[src/rtl/wb_pkg.sv]
// Shared types for the writeback stage: register address type, x0 constant,
// write-source selector and the hazard address-compare helper.
package wb_pkg;

  typedef logic [4:0] reg_addr_t;

  localparam reg_addr_t REG_ZERO = 5'd0;

  typedef enum logic [1:0] {
    WB_NONE,
    WB_LSU,
    WB_SKID,
    WB_IEU
  } wb_src_e;

  // x0 is hardwired, so a read of it never waits on anything.
  function automatic logic reg_hit(input reg_addr_t rs, input reg_addr_t rd);
    return (rs != REG_ZERO) && (rs == rd);
  endfunction

endpackage

[src/rtl/wb_lq_fifo.sv]
// In-order FIFO of destination tags for loads still waiting on LSU data,
// with a per-entry compare against two decode read addresses.
module lq_fifo
  import wb_pkg::*;
#(
  parameter int DEPTH = 4
) (
  input  logic             clk,
  input  logic             rst,
  input  logic             i_push,
  input  reg_addr_t        i_push_tag,
  input  logic             i_pop,
  input  reg_addr_t        i_q1_addr,
  input  reg_addr_t        i_q2_addr,
  output logic             o_full,
  output logic             o_empty,
  output reg_addr_t        o_head_tag,
  output logic [DEPTH-1:0] o_match
);

  localparam int PTR_W = $clog2(DEPTH);

  logic [PTR_W-1:0] r_wr_ptr;
  logic [PTR_W-1:0] r_rd_ptr;
  logic [PTR_W:0]   r_count;
  logic [DEPTH-1:0] r_vld;
  reg_addr_t        r_tags [DEPTH];

  logic w_push;
  logic w_pop;

  assign o_full     = (r_count == (PTR_W+1)'(DEPTH));
  assign o_empty    = (r_count == '0);
  assign w_push     = i_push && !o_full;
  assign w_pop      = i_pop && !o_empty;
  assign o_head_tag = r_tags[r_rd_ptr];

  always_ff @(posedge clk or posedge rst) begin
    if (rst) begin
      r_wr_ptr <= '0;
      r_rd_ptr <= '0;
      r_count  <= '0;
      r_vld    <= '0;
      for (int i = 0; i < DEPTH; i++) r_tags[i] <= REG_ZERO;
    end else begin
      // Power-of-two depth lets the pointers wrap by natural overflow.
      if (w_pop) begin
        r_rd_ptr        <= r_rd_ptr + 1'b1;
        r_vld[r_rd_ptr] <= 1'b0;
      end
      if (w_push) begin
        r_tags[r_wr_ptr] <= i_push_tag;
        r_vld[r_wr_ptr]  <= 1'b1;
        r_wr_ptr         <= r_wr_ptr + 1'b1;
      end
      case ({w_push, w_pop})
        2'b10:   r_count <= r_count + 1'b1;
        2'b01:   r_count <= r_count - 1'b1;
        default: r_count <= r_count;
      endcase
    end
  end

  always_comb begin
    o_match = '0;
    for (int i = 0; i < DEPTH; i++) begin
      o_match[i] = r_vld[i] &&
                   (reg_hit(i_q1_addr, r_tags[i]) || reg_hit(i_q2_addr, r_tags[i]));
    end
  end

endmodule

[src/rtl/wb_unit.sv]
// Writeback stage: merges IEU results and in-order LSU load data onto the
// single register-file write port, and flags RAW hazards for decode.
module wb_unit
  import wb_pkg::*;
#(
  parameter int XLEN     = 32,
  parameter int LQ_DEPTH = 4
) (
  input  logic            clk,
  input  logic            rst,
  input  logic            ieu_valid,
  output logic            ieu_ready,
  input  logic [4:0]      ieu_rd,
  input  logic [XLEN-1:0] ieu_data,
  input  logic            load_issue_valid,
  output logic            load_issue_ready,
  input  logic [4:0]      load_issue_rd,
  input  logic            lsu_resp_valid,
  input  logic [XLEN-1:0] lsu_resp_data,
  input  logic [4:0]      rs1_addr,
  input  logic [4:0]      rs2_addr,
  output logic            rs_hazard,
  output logic            rd_we,
  output logic [4:0]      rd_addr,
  output logic [XLEN-1:0] rd_data
);

  logic            r_skid_vld;
  reg_addr_t       r_skid_rd;
  logic [XLEN-1:0] r_skid_data;

  logic                w_lq_full;
  logic                w_lq_empty;
  reg_addr_t           w_lq_head;
  logic [LQ_DEPTH-1:0] w_lq_match;

  logic            w_ieu_take;
  logic            w_lsu_fire;
  logic            w_resp_err;
  wb_src_e         w_src;
  reg_addr_t       w_wb_addr;
  logic [XLEN-1:0] w_wb_data;
  logic            w_skid_load;
  logic            w_skid_clear;

  lq_fifo #(.DEPTH(LQ_DEPTH)) u_lq (
    .clk        (clk),
    .rst        (rst),
    .i_push     (load_issue_valid),
    .i_push_tag (load_issue_rd),
    .i_pop      (lsu_resp_valid),
    .i_q1_addr  (rs1_addr),
    .i_q2_addr  (rs2_addr),
    .o_full     (w_lq_full),
    .o_empty    (w_lq_empty),
    .o_head_tag (w_lq_head),
    .o_match    (w_lq_match)
  );

  assign ieu_ready        = !r_skid_vld;
  assign load_issue_ready = !w_lq_full;

  // x0 results are accepted but never reach the skid or the write port.
  assign w_ieu_take = ieu_valid && ieu_ready && (ieu_rd != REG_ZERO);
  assign w_lsu_fire = lsu_resp_valid && !w_lq_empty;
  assign w_resp_err = lsu_resp_valid && w_lq_empty;

  always_comb begin
    w_src        = WB_NONE;
    w_wb_addr    = REG_ZERO;
    w_wb_data    = '0;
    w_skid_load  = 1'b0;
    w_skid_clear = 1'b0;
    if (w_lsu_fire) begin
      w_src       = WB_LSU;
      w_wb_addr   = w_lq_head;
      w_wb_data   = lsu_resp_data;
      w_skid_load = w_ieu_take;
    end else if (r_skid_vld) begin
      w_src        = WB_SKID;
      w_wb_addr    = r_skid_rd;
      w_wb_data    = r_skid_data;
      w_skid_clear = 1'b1;
    end else if (w_ieu_take) begin
      w_src     = WB_IEU;
      w_wb_addr = ieu_rd;
      w_wb_data = ieu_data;
    end
  end

  always_ff @(posedge clk or posedge rst) begin
    if (rst) begin
      r_skid_vld  <= 1'b0;
      r_skid_rd   <= REG_ZERO;
      r_skid_data <= '0;
    end else if (w_skid_load) begin
      r_skid_vld  <= 1'b1;
      r_skid_rd   <= ieu_rd;
      r_skid_data <= ieu_data;
    end else if (w_skid_clear) begin
      r_skid_vld  <= 1'b0;
    end
  end

  // Address/data hold their last write; only rd_we is a per-cycle pulse.
  always_ff @(posedge clk or posedge rst) begin
    if (rst) begin
      rd_we   <= 1'b0;
      rd_addr <= REG_ZERO;
      rd_data <= '0;
    end else if ((w_src != WB_NONE) && (w_wb_addr != REG_ZERO)) begin
      rd_we   <= 1'b1;
      rd_addr <= w_wb_addr;
      rd_data <= w_wb_data;
    end else begin
      rd_we   <= 1'b0;
    end
  end

  // The output register counts too: the sync register file cannot forward it.
  assign rs_hazard = (|w_lq_match) ||
                     (r_skid_vld && (reg_hit(rs1_addr, r_skid_rd) || reg_hit(rs2_addr, r_skid_rd))) ||
                     (rd_we && (reg_hit(rs1_addr, rd_addr) || reg_hit(rs2_addr, rd_addr)));

  a_resp_needs_load : assert property (@(posedge clk) disable iff (rst) !w_resp_err)
    else $warning("wb_unit: lsu_resp_valid with empty load queue, response ignored");

endmodule

[config.mk]
export PLATFORM = sky130hd
export DESIGN_NAME = wb_unit
export DESIGN_NICKNAME = d
export VERILOG_FILES = /design/src/rtl/wb_pkg.sv /design/src/rtl/wb_lq_fifo.sv /design/src/rtl/wb_unit.sv
export SDC_FILE = /design/constraint.sdc
export NUM_CORES = 1
export LEC_CHECK = 0
export CORE_UTILIZATION = 45
export CTS_CLUSTER_SIZE = 25
export DETAILED_ROUTE_END_ITERATION = 8
export GPL_TIMING_DRIVEN = 0
export PLACE_DENSITY_LB_ADDON = 0.15
export SYNTH_ARGS = -nofsm -noshare
export SYNTH_HDL_FRONTEND = slang
export SYNTH_SLANG_ARGS = --single-unit
[constraint.sdc]
create_clock -name clk -period 5.4 [get_ports clk]
set_clock_uncertainty 0.15 [all_clocks]
set_input_delay 1.08 -clock clk [delete_from_list [all_inputs] [get_ports clk]]
set_output_delay 1.08 -clock clk [all_outputs]
set_load 0.02 [all_outputs]
==> key figures <==
Run status
  – Status: finished clean

Floorplanning
  – Initial Util: 0.462
  – Num ports: 130
  – Die Y: 116 um
  – Die width: 116 um
  – Rows: 41
  – Core ar.: 12600 um2
  – Die ar.: 13400 um2

Worst hold path
  – Worst hold path class: reg2reg

Layout
  – Nets@finish: 715
  – Layout area overhead: 30.4%
  – Non-filler instance count after layout: 793
  – Layout cell share with drive strength beyond 1: 0.192
  – N_diodes: 0
  – Final instance area: 7600 um2

STA
  – Final Cycle Share: 0.878
  – Final Critical Period: 4.74 ns
  – Final hold viol count: 0
  – Setup violations, final: 0
  – Slew @ Worst Pin: 0.636 ns
  – RSZ-0062 raised after global routing: false
  – Highest Clock Rate: 211 MHz
  – Final Max Tran Viols: 0
  – Slew margin rel.: 0.576

Setup path
  – Slowest-stage cell, CP: clkdlybuf4s50_1
  – Crit path capture type: output pin
  – Cells along the critical path: clkdlybuf4s50_1 -> clkbuf_1 -> xnor2_1 -> o211ai_1 -> nor4_1 -> o21ai_0 -> nand4_1 -> clkdlybuf4s50_1
  – CP max stage delay: 0.61 ns
  – Peak fanout along the critical path: 10
  – Crit path kind: in2out
  – Most used cell, CP: clkdlybuf4s50_1
  – Req. time, crit path: 4.17 ns
  – Crit path DAT: 3.51 ns
  – CP startpoint kind: input port
  – Buf/Inv on CP: 3
  – Largest delay share family, worst path: buffers and inverters

Drt
  – DR WL/cell: 18.3 um
  – DR DRC count: 0
  – Remaining antenna violation count: 0
  – WL final: 14.5 mm
  – Avg Vias per Cell: 5.41
  – Vias: 4288
  – DRT Pass-1 Iters: 4
  – Initial DRC count: 252

Job
  – Max cap viols: 0

Synthesis
  – Synth top cells by count: 107 x dfrtp_1, 73 x mux2_2, 51 x xnor2_1
  – Mux share of post-synthesis cell area: 0.198
  – Sequential-to-total area share from yosys stat: 0.460
  – Simple-gate share of the synthesized area: 0.0769
  – Most area-hungry cell type in the Yosys netlist: dfrtp_1
  – Post-Syn Nets: 582
  – Main combinational cell family by area after synthesis: multiplexers
  – Synth unique cells: 34
  – Compound-Gate Fraction of Synth Area: 0.104
  – FFs w/ async S/R, synth: 1.00
  – Main synth FF type: dfrtp_1
  – #FFs+latches synth: 107
  – Cell Area, Synth: 5830 um2
  – Synth Area in XOR/XNOR: 0.0977
  – Syn. warnings: 0
  – Syn Inst Count: 483
  – Post-synth EDFFs: 0
  – Avg Cell Area, Syn: 12.1 um2
  – Adder-cell area share of the yosys netlist: 0.0228
  – Top-count cell post-synth: dfrtp_1
  – Top cell type's share of synthesized area: 0.460
  – Largest cells by area after synthesis: dfrtp_1 46%, mux2_2 14%, xnor2_1 7.7%, a221o_1 5.5%, mux2_4 3.6%

Clock network
  – CTS clk-pin slew, worst paths: 0.06 ns
  – Htree depth: 3
  – Post_cts resized: 0
  – Clk_lat worst skew: 0.35 ns
  – Hold Buf Count CTS: 0
  – Clock Tree Buf Depth: 2
  – # Post-CTS Setup Buffers: 0
  – Cts bufs inserted: 9
  – Root buf cell: clkbuf_16
  – CTS Sinks: 107
  – CTS tree: done

Placed design
  – GP Congestion: 0.876
  – IO buf count: 121
  – Post-DP HPWL: 10.7 mm
  – Placed Cells: 777
  – Cell Area, Placed: 7280 um2

GRT
  – First-pass GRT wire length: 23.4 mm
  – Global router's overall resource usage: 0.230
  – Met2 GRT Util: 0.390
  – GRT overflow: 0
  – Largest net degree at the start of global routing: 74
  – Most Used Layer, Global Route: met2
  – GR Layer Usage met1: 0.298
  – Initial antenna violation count: 0
  – GR Util met3: 0.0434
  – Vias in the first global route: 4536

Power
  – P_leak: 3.22 nW
  – Pwr Density: 532 nW/um2
  – Power Total: 0.00404 W
  – Max VDD drop: 263 uV
-- final cells by class --
class | count | area (um2)
multi-input cells | 321 | 2910
plain buffers | 39 | 179
clock inverters | 5 | 61.3
repair buffers | 122 | 1240
fillers | 1121 | 5020
clock buffers | 11 | 253
well taps | 172 | 215
inverters | 16 | 62.6
flip-flops and latches | 107 | 2680
-- worst reg2reg max path, stage by stage (launching register included) --
cell and delay, ns:
dfrtp_1 0.44, o31ai_4 0.12, inv_2 0.09, buf_6 0.14
clkbuf_1 0.38, clkbuf_1 0.43, ha_1 0.27, inv_1 0.07
fa_1 0.43, xor2_1 0.15, nor2_1 0.11, xor2_1 0.16
-- power by group --
part | switching, W | internal, W
Combinational | 0.000805 | 0.00103
Sequential | 0.000340 | 0.00119
Clock | 0.000296 | 0.000386
Total | 0.00144 | 0.00260
-- through the flow --
stage,util,setup TNS (ns),hold slack (ns),setup WS (ns)
detailed placement,0.577,0,0.337,0.678
global placement,0.575,-23.67,0.328,-0.231
floorplan,-,0,0.289,1.35
CTS,0.602,0,0.352,0.639
global route,0.602,0,0.371,0.498
finish,0.602,0,0.349,0.660
-- cells by family after synthesis --
| logic type | count (synthesis) |
|---|---|
| flops | 107 |
| simple gates | 84 |
| mux | 93 |
| xor+xnor | 65 |
| compound gates | 69 |
| buf+inv | 55 |
| fa+ha+maj | 10 |
-- worst paths after layout --
kind,startpoint,to,slack (ns),cells past startpoint
min,r_skid_data[17],r_skid_data[17],0.35,1
max reg2reg,u_lq.r_count[0],u_lq.r_count[2],2.39,11
min reg2reg,r_skid_data[17],r_skid_data[17],0.35,1
min in group asynchronous,rst,r_skid_data[4],0.95,2
max,rs2_addr[1],rs_hazard,0.66,8
max in group asynchronous,rst,rd_data[16],3.42,3
-- layer usage --
layer  vias up  wire length [um]  part of all wire
met1      2133              6260              0.43
met3        16               754             0.052
met5         -                 0                 0
met2       116              7290              0.50
li1       2023                 -                 -
met4         0               217             0.015
-- layout by cell type, fill, tap and decap left out, types with 3 or more instances in the layout --
master / n
buf_6: 4
clkinvlp_4: 3
nor2_1: 11
nand3_1: 9
dfrtp_1: 107
o21ai_0: 4
nor4_1: 4
clkbuf_16: 9
a221oi_1: 5
clkbuf_1: 33
mux2_2: 73
xor2_1: 14
o22ai_1: 7
and3_1: 32
nand2_1: 19
clkdlybuf4s50_1: 121
or4_1: 3
mux2_4: 14
ha_1: 9
inv_1: 14
a221o_1: 32
mux4_2: 5
o211ai_1: 12
xnor2_1: 51
o21bai_1: 3
-- registers in the layout, indices dropped and copies added, names as in the netlist --
register and flops:
u_lq.r_tags 20, r_skid_vld 1, rd_we 1, r_skid_rd 5, u_lq.r_vld 4, rd_addr 5
u_lq.r_wr_ptr 2, rd_data 32, u_lq.r_count 3, r_skid_data 32, u_lq.r_rd_ptr 2
(Power assumes the default switching activity.)
